--- src/rtl/mc_core_hs_if.sv ---
// Memory handshake bundle between the multicycle core and its memory or bus adapter.
// The core drives a request; the memory side completes it by raising mem_ready.
interface mc_core_hs_if #(
  parameter int unsigned ADDR_W = 32
);
  logic              mem_req;
  logic              mem_we;
  logic [ADDR_W-1:0] mem_addr;
  logic [31:0]       mem_wdata;
  logic [31:0]       mem_rdata;
  logic              mem_ready;

  modport master (
    output mem_req, mem_we, mem_addr, mem_wdata,
    input  mem_rdata, mem_ready
  );

  modport slave (
    input  mem_req, mem_we, mem_addr, mem_wdata,
    output mem_rdata, mem_ready
  );
endinterface

--- src/rtl/mc_core_hs.sv ---
// Multicycle MIPS-subset core with a request/ready memory handshake.
// FETCH -> DECODE -> EXEC -> (MEM) -> (WB) -> FETCH; halt and illegal encodings park in HALT.
module mc_core_hs #(
  parameter int unsigned ADDR_W   = 32,
  parameter logic [31:0] RESET_PC = 32'h0000_0000,
  parameter int unsigned CNT_W    = 16
) (
  input  logic             clk,
  input  logic             rst,
  mc_core_hs_if.master     bus,
  output logic             halted,
  output logic             err,
  output logic [CNT_W-1:0] instret,
  output logic [31:0]      pc
);

  localparam logic [2:0] S_FETCH  = 3'd0;
  localparam logic [2:0] S_DECODE = 3'd1;
  localparam logic [2:0] S_EXEC   = 3'd2;
  localparam logic [2:0] S_MEM    = 3'd3;
  localparam logic [2:0] S_WB     = 3'd4;
  localparam logic [2:0] S_HALT   = 3'd5;

  localparam logic [5:0] OP_RTYPE = 6'h00;
  localparam logic [5:0] OP_J     = 6'h02;
  localparam logic [5:0] OP_BEQ   = 6'h04;
  localparam logic [5:0] OP_ADDI  = 6'h08;
  localparam logic [5:0] OP_LW    = 6'h23;
  localparam logic [5:0] OP_SW    = 6'h2B;
  localparam logic [5:0] OP_HALT  = 6'h3F;

  localparam logic [5:0] F_ADD = 6'h20;
  localparam logic [5:0] F_SUB = 6'h22;
  localparam logic [5:0] F_AND = 6'h24;
  localparam logic [5:0] F_OR  = 6'h25;
  localparam logic [5:0] F_SLT = 6'h2A;

  localparam logic [CNT_W-1:0] CNT_ONE = {{(CNT_W-1){1'b0}}, 1'b1};

  logic [2:0]  state;
  logic        active;   // low in the reset cycle so no request leaks out while rst is asserted
  logic [31:0] ir, a, b, alu_out, mdr;
  logic [31:0] regs [0:31];

  logic [5:0]  op, funct;
  logic [4:0]  rs, rt, rd;
  logic [31:0] imm_sext, rs_val, rt_val, alu_result;
  logic        legal, req, we, done;
  logic        wb_en;
  logic [4:0]  wb_addr;
  logic [31:0] wb_data;

  assign op       = ir[31:26];
  assign rs       = ir[25:21];
  assign rt       = ir[20:16];
  assign rd       = ir[15:11];
  assign funct    = ir[5:0];
  assign imm_sext = {{16{ir[15]}}, ir[15:0]};
  assign rs_val   = (rs == 5'd0) ? 32'd0 : regs[rs];
  assign rt_val   = (rt == 5'd0) ? 32'd0 : regs[rt];

  // Bus outputs follow the state directly so a zero-wait request completes in its first cycle.
  assign req  = active && (state == S_FETCH || state == S_MEM);
  assign we   = active && (state == S_MEM) && (op == OP_SW);
  assign done = req && bus.mem_ready;

  assign bus.mem_req   = req;
  assign bus.mem_we    = we;
  assign bus.mem_addr  = !active             ? '0 :
                         (state == S_FETCH)  ? pc[ADDR_W-1:0] :
                         (state == S_MEM)    ? alu_out[ADDR_W-1:0] : '0;
  assign bus.mem_wdata = we ? b : 32'd0;
  assign halted        = (state == S_HALT);

  // Decode legality of the latched instruction.
  always_comb begin
    // NOTE: every always_comb output gets a default first; a missing branch would otherwise infer a latch.
    legal = 1'b0;
    case (op)
      OP_RTYPE: legal = funct inside {F_ADD, F_SUB, F_AND, F_OR, F_SLT};
      OP_ADDI, OP_LW, OP_SW, OP_BEQ, OP_J: legal = 1'b1;
      default:  legal = 1'b0;
    endcase
  end

  // ALU: R-type selects by funct; everything else computes A + sext(imm).
  always_comb begin
    alu_result = a + imm_sext;
    if (op == OP_RTYPE) begin
      case (funct)
        F_ADD:   alu_result = a + b;
        F_SUB:   alu_result = a - b;
        F_AND:   alu_result = a & b;
        F_OR:    alu_result = a | b;
        F_SLT:   alu_result = {31'd0, ($signed(a) < $signed(b))};
        default: alu_result = 32'd0;
      endcase
    end
  end

  // Write-back port selection: rd for R-type, rt for addi/lw, MDR for lw.
  always_comb begin
    wb_en   = 1'b0;
    wb_addr = rd;
    wb_data = alu_out;
    if (state == S_WB) begin
      wb_en   = 1'b1;
      wb_addr = (op == OP_RTYPE) ? rd : rt;
      if (op == OP_LW) wb_data = mdr;
    end
  end

  // Register file; writes to $0 are dropped and reset suppresses any pending write.
  always_ff @(posedge clk) begin
    // NOTE: the register array has no reset; its contents are undefined until software writes them.
    if (rst && wb_en && wb_addr != 5'd0) regs[wb_addr] <= wb_data;
  end

  // Control FSM and architectural state.
  always_ff @(posedge clk) begin
    // NOTE: sequential state uses non-blocking assignment so every register sees pre-edge values.
    if (!rst) begin
      state   <= S_FETCH;
      active  <= 1'b0;
      pc      <= RESET_PC;
      instret <= '0;
      err     <= 1'b0;
      ir      <= 32'd0;
      a       <= 32'd0;
      b       <= 32'd0;
      alu_out <= 32'd0;
      mdr     <= 32'd0;
    end else begin
      active <= 1'b1;
      case (state)
        S_FETCH: begin
          if (done) begin
            ir    <= bus.mem_rdata;
            pc    <= pc + 32'd4;
            state <= S_DECODE;
          end
        end
        S_DECODE: begin
          a <= rs_val;
          b <= rt_val;
          if (op == OP_HALT) begin
            state <= S_HALT;
          end else if (!legal) begin
            err   <= 1'b1;
            state <= S_HALT;
          end else begin
            state <= S_EXEC;
          end
        end
        S_EXEC: begin
          case (op)
            OP_LW, OP_SW: begin
              alu_out <= alu_result;
              state   <= S_MEM;
            end
            OP_BEQ: begin
              if (a == b) pc <= pc + (imm_sext << 2);
              instret <= instret + CNT_ONE;
              state   <= S_FETCH;
            end
            OP_J: begin
              pc      <= {pc[31:28], ir[25:0], 2'b00};
              instret <= instret + CNT_ONE;
              state   <= S_FETCH;
            end
            default: begin
              alu_out <= alu_result;
              state   <= S_WB;
            end
          endcase
        end
        S_MEM: begin
          if (done) begin
            if (op == OP_SW) begin
              instret <= instret + CNT_ONE;
              state   <= S_FETCH;
            end else begin
              mdr   <= bus.mem_rdata;
              state <= S_WB;
            end
          end
        end
        S_WB: begin
          instret <= instret + CNT_ONE;
          state   <= S_FETCH;
        end
        S_HALT:  state <= S_HALT;
        default: state <= S_HALT;
      endcase
    end
  end

endmodule

--- src/flat_wrapper.sv ---
// flat-port wrapper written by rule: the top's interface ports become plain ports
module mc_core_hs_flat 
#(
  parameter int unsigned ADDR_W   = 32,
  parameter logic [31:0] RESET_PC = 32'h0000_0000,
  parameter int unsigned CNT_W    = 16
)
  (clk, rst, halted, err, instret, pc, bus_mem_req, bus_mem_we, bus_mem_addr, bus_mem_wdata, bus_mem_rdata, bus_mem_ready);
  mc_core_hs_if #(.ADDR_W(ADDR_W)) bus_i ();
  input  logic clk;
  input  logic rst;
  output logic halted;
  output logic err;
  output logic [CNT_W-1:0] instret;
  output logic [31:0] pc;
  output wire logic [$bits(bus_i.mem_req)-1:0] bus_mem_req;
  output wire logic [$bits(bus_i.mem_we)-1:0] bus_mem_we;
  output wire logic [$bits(bus_i.mem_addr)-1:0] bus_mem_addr;
  output wire logic [$bits(bus_i.mem_wdata)-1:0] bus_mem_wdata;
  input wire logic [$bits(bus_i.mem_rdata)-1:0] bus_mem_rdata;
  input wire logic [$bits(bus_i.mem_ready)-1:0] bus_mem_ready;
  assign bus_mem_req = bus_i.mem_req;
  assign bus_mem_we = bus_i.mem_we;
  assign bus_mem_addr = bus_i.mem_addr;
  assign bus_mem_wdata = bus_i.mem_wdata;
  assign bus_i.mem_rdata = bus_mem_rdata;
  assign bus_i.mem_ready = bus_mem_ready;
  mc_core_hs #(.ADDR_W(ADDR_W), .RESET_PC(RESET_PC), .CNT_W(CNT_W)) u_core (.clk(clk), .rst(rst), .bus(bus_i), .halted(halted), .err(err), .instret(instret), .pc(pc));
endmodule
--- config.mk ---
export PLATFORM = sky130hd
export DESIGN_NAME = mc_core_hs_flat
export DESIGN_NICKNAME = d
export VERILOG_FILES = /design/src/rtl/mc_core_hs_if.sv /design/src/rtl/mc_core_hs.sv /design/src/flat_wrapper.sv
export SDC_FILE = /design/constraint.sdc
export NUM_CORES = 2
export LEC_CHECK = 0
export ABC_CLOCK_PERIOD_IN_PS = 9700
export BUFFER_PORTS_ARGS = -buffer_cell sky130_fd_sc_hd__clkbuf_2
export CAP_MARGIN = 30
export CORE_ASPECT_RATIO = 0.5
export CORE_MARGIN = 10
export CORE_UTILIZATION = 55
export CTS_CLUSTER_DIAMETER = 30
export DETAILED_ROUTE_END_ITERATION = 16
export HOLD_SLACK_MARGIN = 0.1
export PLACE_DENSITY = 0.7
export SETUP_SLACK_MARGIN = 0.1
export SLEW_MARGIN = 20
export SYNTH_ARGS = -nofsm -noshare
export SYNTH_HDL_FRONTEND = slang
export SYNTH_SLANG_ARGS = --single-unit
--- constraint.sdc ---
create_clock -name clk -period 9.7 [get_ports clk]
set_input_delay 0 -clock clk [delete_from_list [all_inputs] [get_ports clk]]
set_output_delay 0 -clock clk [all_outputs]
set_load 0.05 [all_outputs]
# Yosys cells after proc, flatten, opt, wreduce, memory -nomap -nowiden
# Memory sizes are Yosys's and may differ from the RTL's. A register that Yosys moved wholly into a read port is not among the register bits.
# Cells that the tools add are included.
dict set report totals {
  register_bits 213
  latchBits 0
  ramBits 1024
  rom_bits 0
  input_bits 35
  out_inout_bits 116
  wordCells 113
  memories 1
}
dict set report op_classes {
  addsub 6
  n_mul 0
  n_div 0
  order_cmp 1
  eq_ne 26
  shifts 0
  n_mux 36
  bitwise_logic 6
  reduce_logical 26
}
# memory words word_bits read_ports rd_clocked_by_memory_dff write_ports line_no
set memory_table {}
lappend memory_table {u_core.regs 32 32 2 2 1 mc_core_hs.sv:43} ;# logic [31:0] regs [0:31];
# cell count
set ops {}
lappend ops {{32-bit two-way mux} 11}
lappend ops {{32-bit one-hot mux with 5 select lines} 1}
lappend ops {{32-bit one-hot mux with 2 select lines} 2}
lappend ops {{32-bit adder} 3}
lappend ops {{6-bit equality test, second input constant} 8}
lappend ops {{16-bit two-way mux} 3}
lappend ops {{16-bit one-hot mux with 3 select lines} 1}
lappend ops {{32-bit by 3-bit adder with 32-bit output, second input constant} 1}
lappend ops {{32-bit AND} 1}
lappend ops {{32-bit equality test} 1}
lappend ops {{32-bit < comparator} 1}
lappend ops {{32-bit OR} 1}
lappend ops {{32-bit subtractor} 1}
lappend ops {{5-bit two-way mux} 6}
lappend ops {{16-bit by 1-bit adder with 16-bit output, second input constant} 1}
lappend ops {{3-bit two-way mux} 5}
lappend ops {{3-bit one-hot mux with 5 select lines} 1}
lappend ops {{5-bit logical NOT} 2}
lappend ops {{5-bit nonzero test} 2}
lappend ops {{2-bit by 1-bit inequality test with 1-bit output, second input constant} 4}
lappend ops {{4-bit AND reduction} 2}
lappend ops {{3-bit by 2-bit equality test with 1-bit output, second input constant} 2}
lappend ops {{3-bit equality test, second input constant} 2}
lappend ops {{6-bit by 2-bit equality test with 1-bit output, second input constant} 1}
lappend ops {{other kinds (20)} 38}

# Depth between registers and ports, before layout
dict set report depth {
  ltp_word 7
  ltp_mapped 13
  mapped_depth_nobuf 13
}

# Least setup slack after synthesis
# OpenSTA, ideal clock, no wires.
dict set report synth_path {
  kind {register to register}
  from {register u_core.ir[31]}
  to {memory u_core.regs[16][0] (enable)}
  setup_ps 421
  arrival_ps 3452
  required_time_ps 9279
  slack_ps 5827
  path_stages_with_launch 10
  path_buffers 1
  period_less_slack_ps 3873
  path_cell_list {dfxtp_1 > nor3_1 > nand2b_1 > nor3_1 > nor2_1 > clkbuf_1 > mux2i_1 > nand2_1 > nand4_1 > nor2_1}
}
dict set report synth_via {
  elab_chain_len 7
}
# item line_no
set synth_lines {}
lappend synth_lines {{from (decl)} mc_core_hs.sv:42} ;# logic [31:0] ir, a, b, alu_out, mdr;
lappend synth_lines {{from (signal assigned)} mc_core_hs.sv:138} ;# ir <= bus.mem_rdata;
lappend synth_lines {{6-bit logical NOT (*)} mc_core_hs.sv:108} ;# wb_addr = (op == OP_RTYPE) ? rd : rt;
lappend synth_lines {{5-bit two-way mux (*)} mc_core_hs.sv:108}
lappend synth_lines {{5-bit two-way mux (*)} mc_core_hs.sv:106} ;# if (state == S_WB) begin
lappend synth_lines {{5-bit nonzero test} mc_core_hs.sv:116} ;# if (rst && wb_en && wb_addr != 5'd0) regs[wb_addr] <= wb_data;
lappend synth_lines {{1-bit logical AND} mc_core_hs.sv:116}
lappend synth_lines {{1-bit two-way mux} mc_core_hs.sv:116}
lappend synth_lines {{1-bit two-way mux (implied by the code)} mc_core_hs.sv:116}
lappend synth_lines {{to (decl)} mc_core_hs.sv:43}
# Every way passes the cells marked *; elsewhere a longest branch is shown, timed or not.

# Worst setup path in the final report
dict set report layout_path {
  from {register u_core.ir[29]}
  to {memory u_core.regs[5][8] (enable)}
}
# The elaborated chain is that of the path after synthesis.

==> metrics.txt <==
status=finished, final reports clean; final hold slack=134 ps; pins over their slew limit=0; pwr dens=178 nW/µm²; Critical Path Fanout Max=20; f_max=0.208 GHz; row count=88; io pins=151; clk buf depth=3; Worst Clk Skew=47.8 ps; CTS tree=done; overall power=0.0131 W; leading area contributor after synthesis=edfxtp_1; Final TNS setup=0 ps; synth cell count leaders=1024 x edfxtp_1, 640 x mux4_2, 285 x nand2_1, 221 x dfxtp_1, 218 x clkbuf_1; DR iter-0 viols=6376; GRT overflow=0; main flop type after synthesis=edfxtp_1; Critical Path RT=10140 ps; worst path arrival time=5230 ps; Worst Min Path Start=bus_mem_rdata[20]; total number of vias=43.8k; Setup crit start=u_core.ir[29]$_SDFFE_PN0P_; slew margin rel.=~30%; # clock sinks=between 1k and 1.5k; Area contributors post-synth=edfxtp_1 47%, mux4_2 22%, dfxtp_1 6.8%; Tcrit/Tclk final=around half; Mapped Area=64800 µm²; ANT cells=0; largest net degree at the start of global routing=134; Resize count post-CTS=0; RSZ-0062 raised after global routing=false; GPL Wtd Cong=0.946; Non-Filler Instances=6204; Placed Cells=5840; initial antenna violation count=11; Synth top area share=47.5%; Avg Inst Size Synth=around 15 µm²; #FFs+latches synth=1245; Die Area=133000 µm²; Global Route Usage Sum=30.3%; top-count cell post-synth=edfxtp_1; PortBufs=148; Synth async-reset ratio=0%; post-DR vias/cell=roughly 7; Synth cell types=96; total length of routed wires=205000 µm; Num CTS Buffers=roughly 160; Pleak=25.1 nW; DIE HEIGHT=263 µm; maximum VDD drop=0.172 mV; Post-Syn Instances=4303; PnR worst setup slack=4900 ps; layout cells sized above 1=27.5%; Die W=~510 µm; Crit. End Element=flip-flop; final net count=around 4.7k; area of the core=116000 µm²; DPL Wire Length=130000 µm; EDFF count, synth=1024; CP Launch Type=flip-flop; first-pass GRT wire length=between 200000 and 300000 µm; number of global-route vias before repair=43.2k; reg2reg setup slack=around 4900 ps; Yosys Warn Count=0; FILL cells=a little over 8k; First-pass DRT Iterations=8; H-tree Lvls=4; Initial Util=55.8%; antenna viol nets, final=0; clock root cell=clkbuf_16; register area share after synthesis=54.3%; max cap viols=0; R2R Path Start=u_core.ir[29]$_SDFFE_PN0P_; worst slack, placed=4820 ps; Hold Crit Class=input port to flip-flop; Clock transition at path regs=60 ps; Hold Vio Cnt, Final=0; Clk Latency, worst-skew pair=about 800 ps; DRC errors left=0; min Tclk post-route=4800 ps; CP Class=flip-flop to flip-flop; Layout area overhead=13.9%; Routed wire per std cell=between 30 and 40 µm; actual slew at the worst max-slew pin=1050 ps; Final Setup Violations=0
## metal layers
metal  GRT usage (%)  up-vias  wire length (µm)
met1            42.2    22500             77500
met5               0        -                44
met2            45.6     3014             92200
li1                -    17900                 -
met3            9.55      433             28300
met4            9.59        6              6640
## cells in the final DEF (no fill, tap or decap), types with 22 or more instances in the layout
master and count:
xor2_1 30, o211ai_1 25, o22ai_1 80, a31oi_1 23
xnor2_1 44, mux4_2 640, ha_1 173, nand4_1 26
conb_1 34, bufinv_16 22, nor2_1 147, nand3_1 47
inv_1 110, a211oi_1 24, and2_1 94, and3_1 25
dlygate4sd3_1 71, a221oi_1 25, clkbuf_2 147, mux2_2 35
a21boi_0 82, a21o_1 54, clkbuf_16 162, o21ai_0 143
a22o_1 32, a21oi_1 149, nand2b_1 22, nor3_1 68
buf_4 80, nand2_1 284, edfxtp_1 1024, dfxtp_1 211
mux2i_1 75, nor2_4 32
## logic make-up (layout without fill, tap and decap cells)
family,Yosys count,in the layout,synth area share (%)
other cells,1,34,0.00579
mux,750,750,24.0
fa+ha+maj,177,177,3.47
simple gates,832,832,6.11
compound gates,810,810,8.58
buf+inv,414,707,2.49
xor+xnor,74,74,1.00
flops,1245,1245,54.3
## power breakdown
| part | internal, W | switching (W) | leakage (nW) |
|---|---|---|---|
| registers | 0.00576 | 0.0000761 | 11.9 |
| clock network | 0.00374 | 0.00245 | 2.72 |
| logic | 0.000421 | 0.000689 | 10.4 |
## area by class of cell
class                           instances  area (µm²)  area share, %
Inverter                              111         417          0.565
Clock inverter                        115        1440           1.96
Timing Repair Buffer                  305        2180           2.95
Sequential cell                      1245       35200           47.7
Multi-Input combinational cell       2677       28400           38.5
Clock buffer                          176        4150           5.62
Tap cell                             1575        1970           2.67
## sequential cells by signal, indices dropped and copies added, names as in the netlist, named ones only
name,cells
u_core.mdr,32
u_core.ir,32
u_core.a,32
u_core.alu_out,32
u_core.state,3
u_core.b,32
u_core.active,1
u_core.pc,30
u_core.err,1
u_core.instret,16
u_core.regs,1024
## path summary, 6_finish.rpt
kind / depth (start not counted) / to
worst max-delay path: 7 / u_core.regs[5][8]$_DFFE_PP_
worst min-delay path: 4 / u_core.mdr[20]$_SDFFE_PN0P_
worst max register to register: 7 / u_core.regs[5][8]$_DFFE_PP_
worst min register to register: 2 / u_core.mdr[25]$_SDFFE_PN0P_
## timing repair
| item | CTS | global route |
|---|---|---|
| endpoints found under the hold margin | 169 | 0 |
| hold buffers | 71 | 0 |
| buffers inserted | 0 | 0 |
## through the flow
step | util [%] | instance area (µm²)
after floorplan | - | 64900
after global placement | 58.1 | 67400
after detailed placement | 58.1 | 67400
after CTS | 63.5 | 73700
after global routing | 63.5 | 73700
final | 63.5 | 73700
## worst max-delay path, stage by stage, from the launching register on
cell and delay, ps:
dfxtp_1 360, nor3_1 380, nand2b_1 260, or3_1 770
mux2i_1 650, nand3b_1 720, nor2_4 790, buf_4 500
No activity file was read; power rests on OpenSTA's default activity.
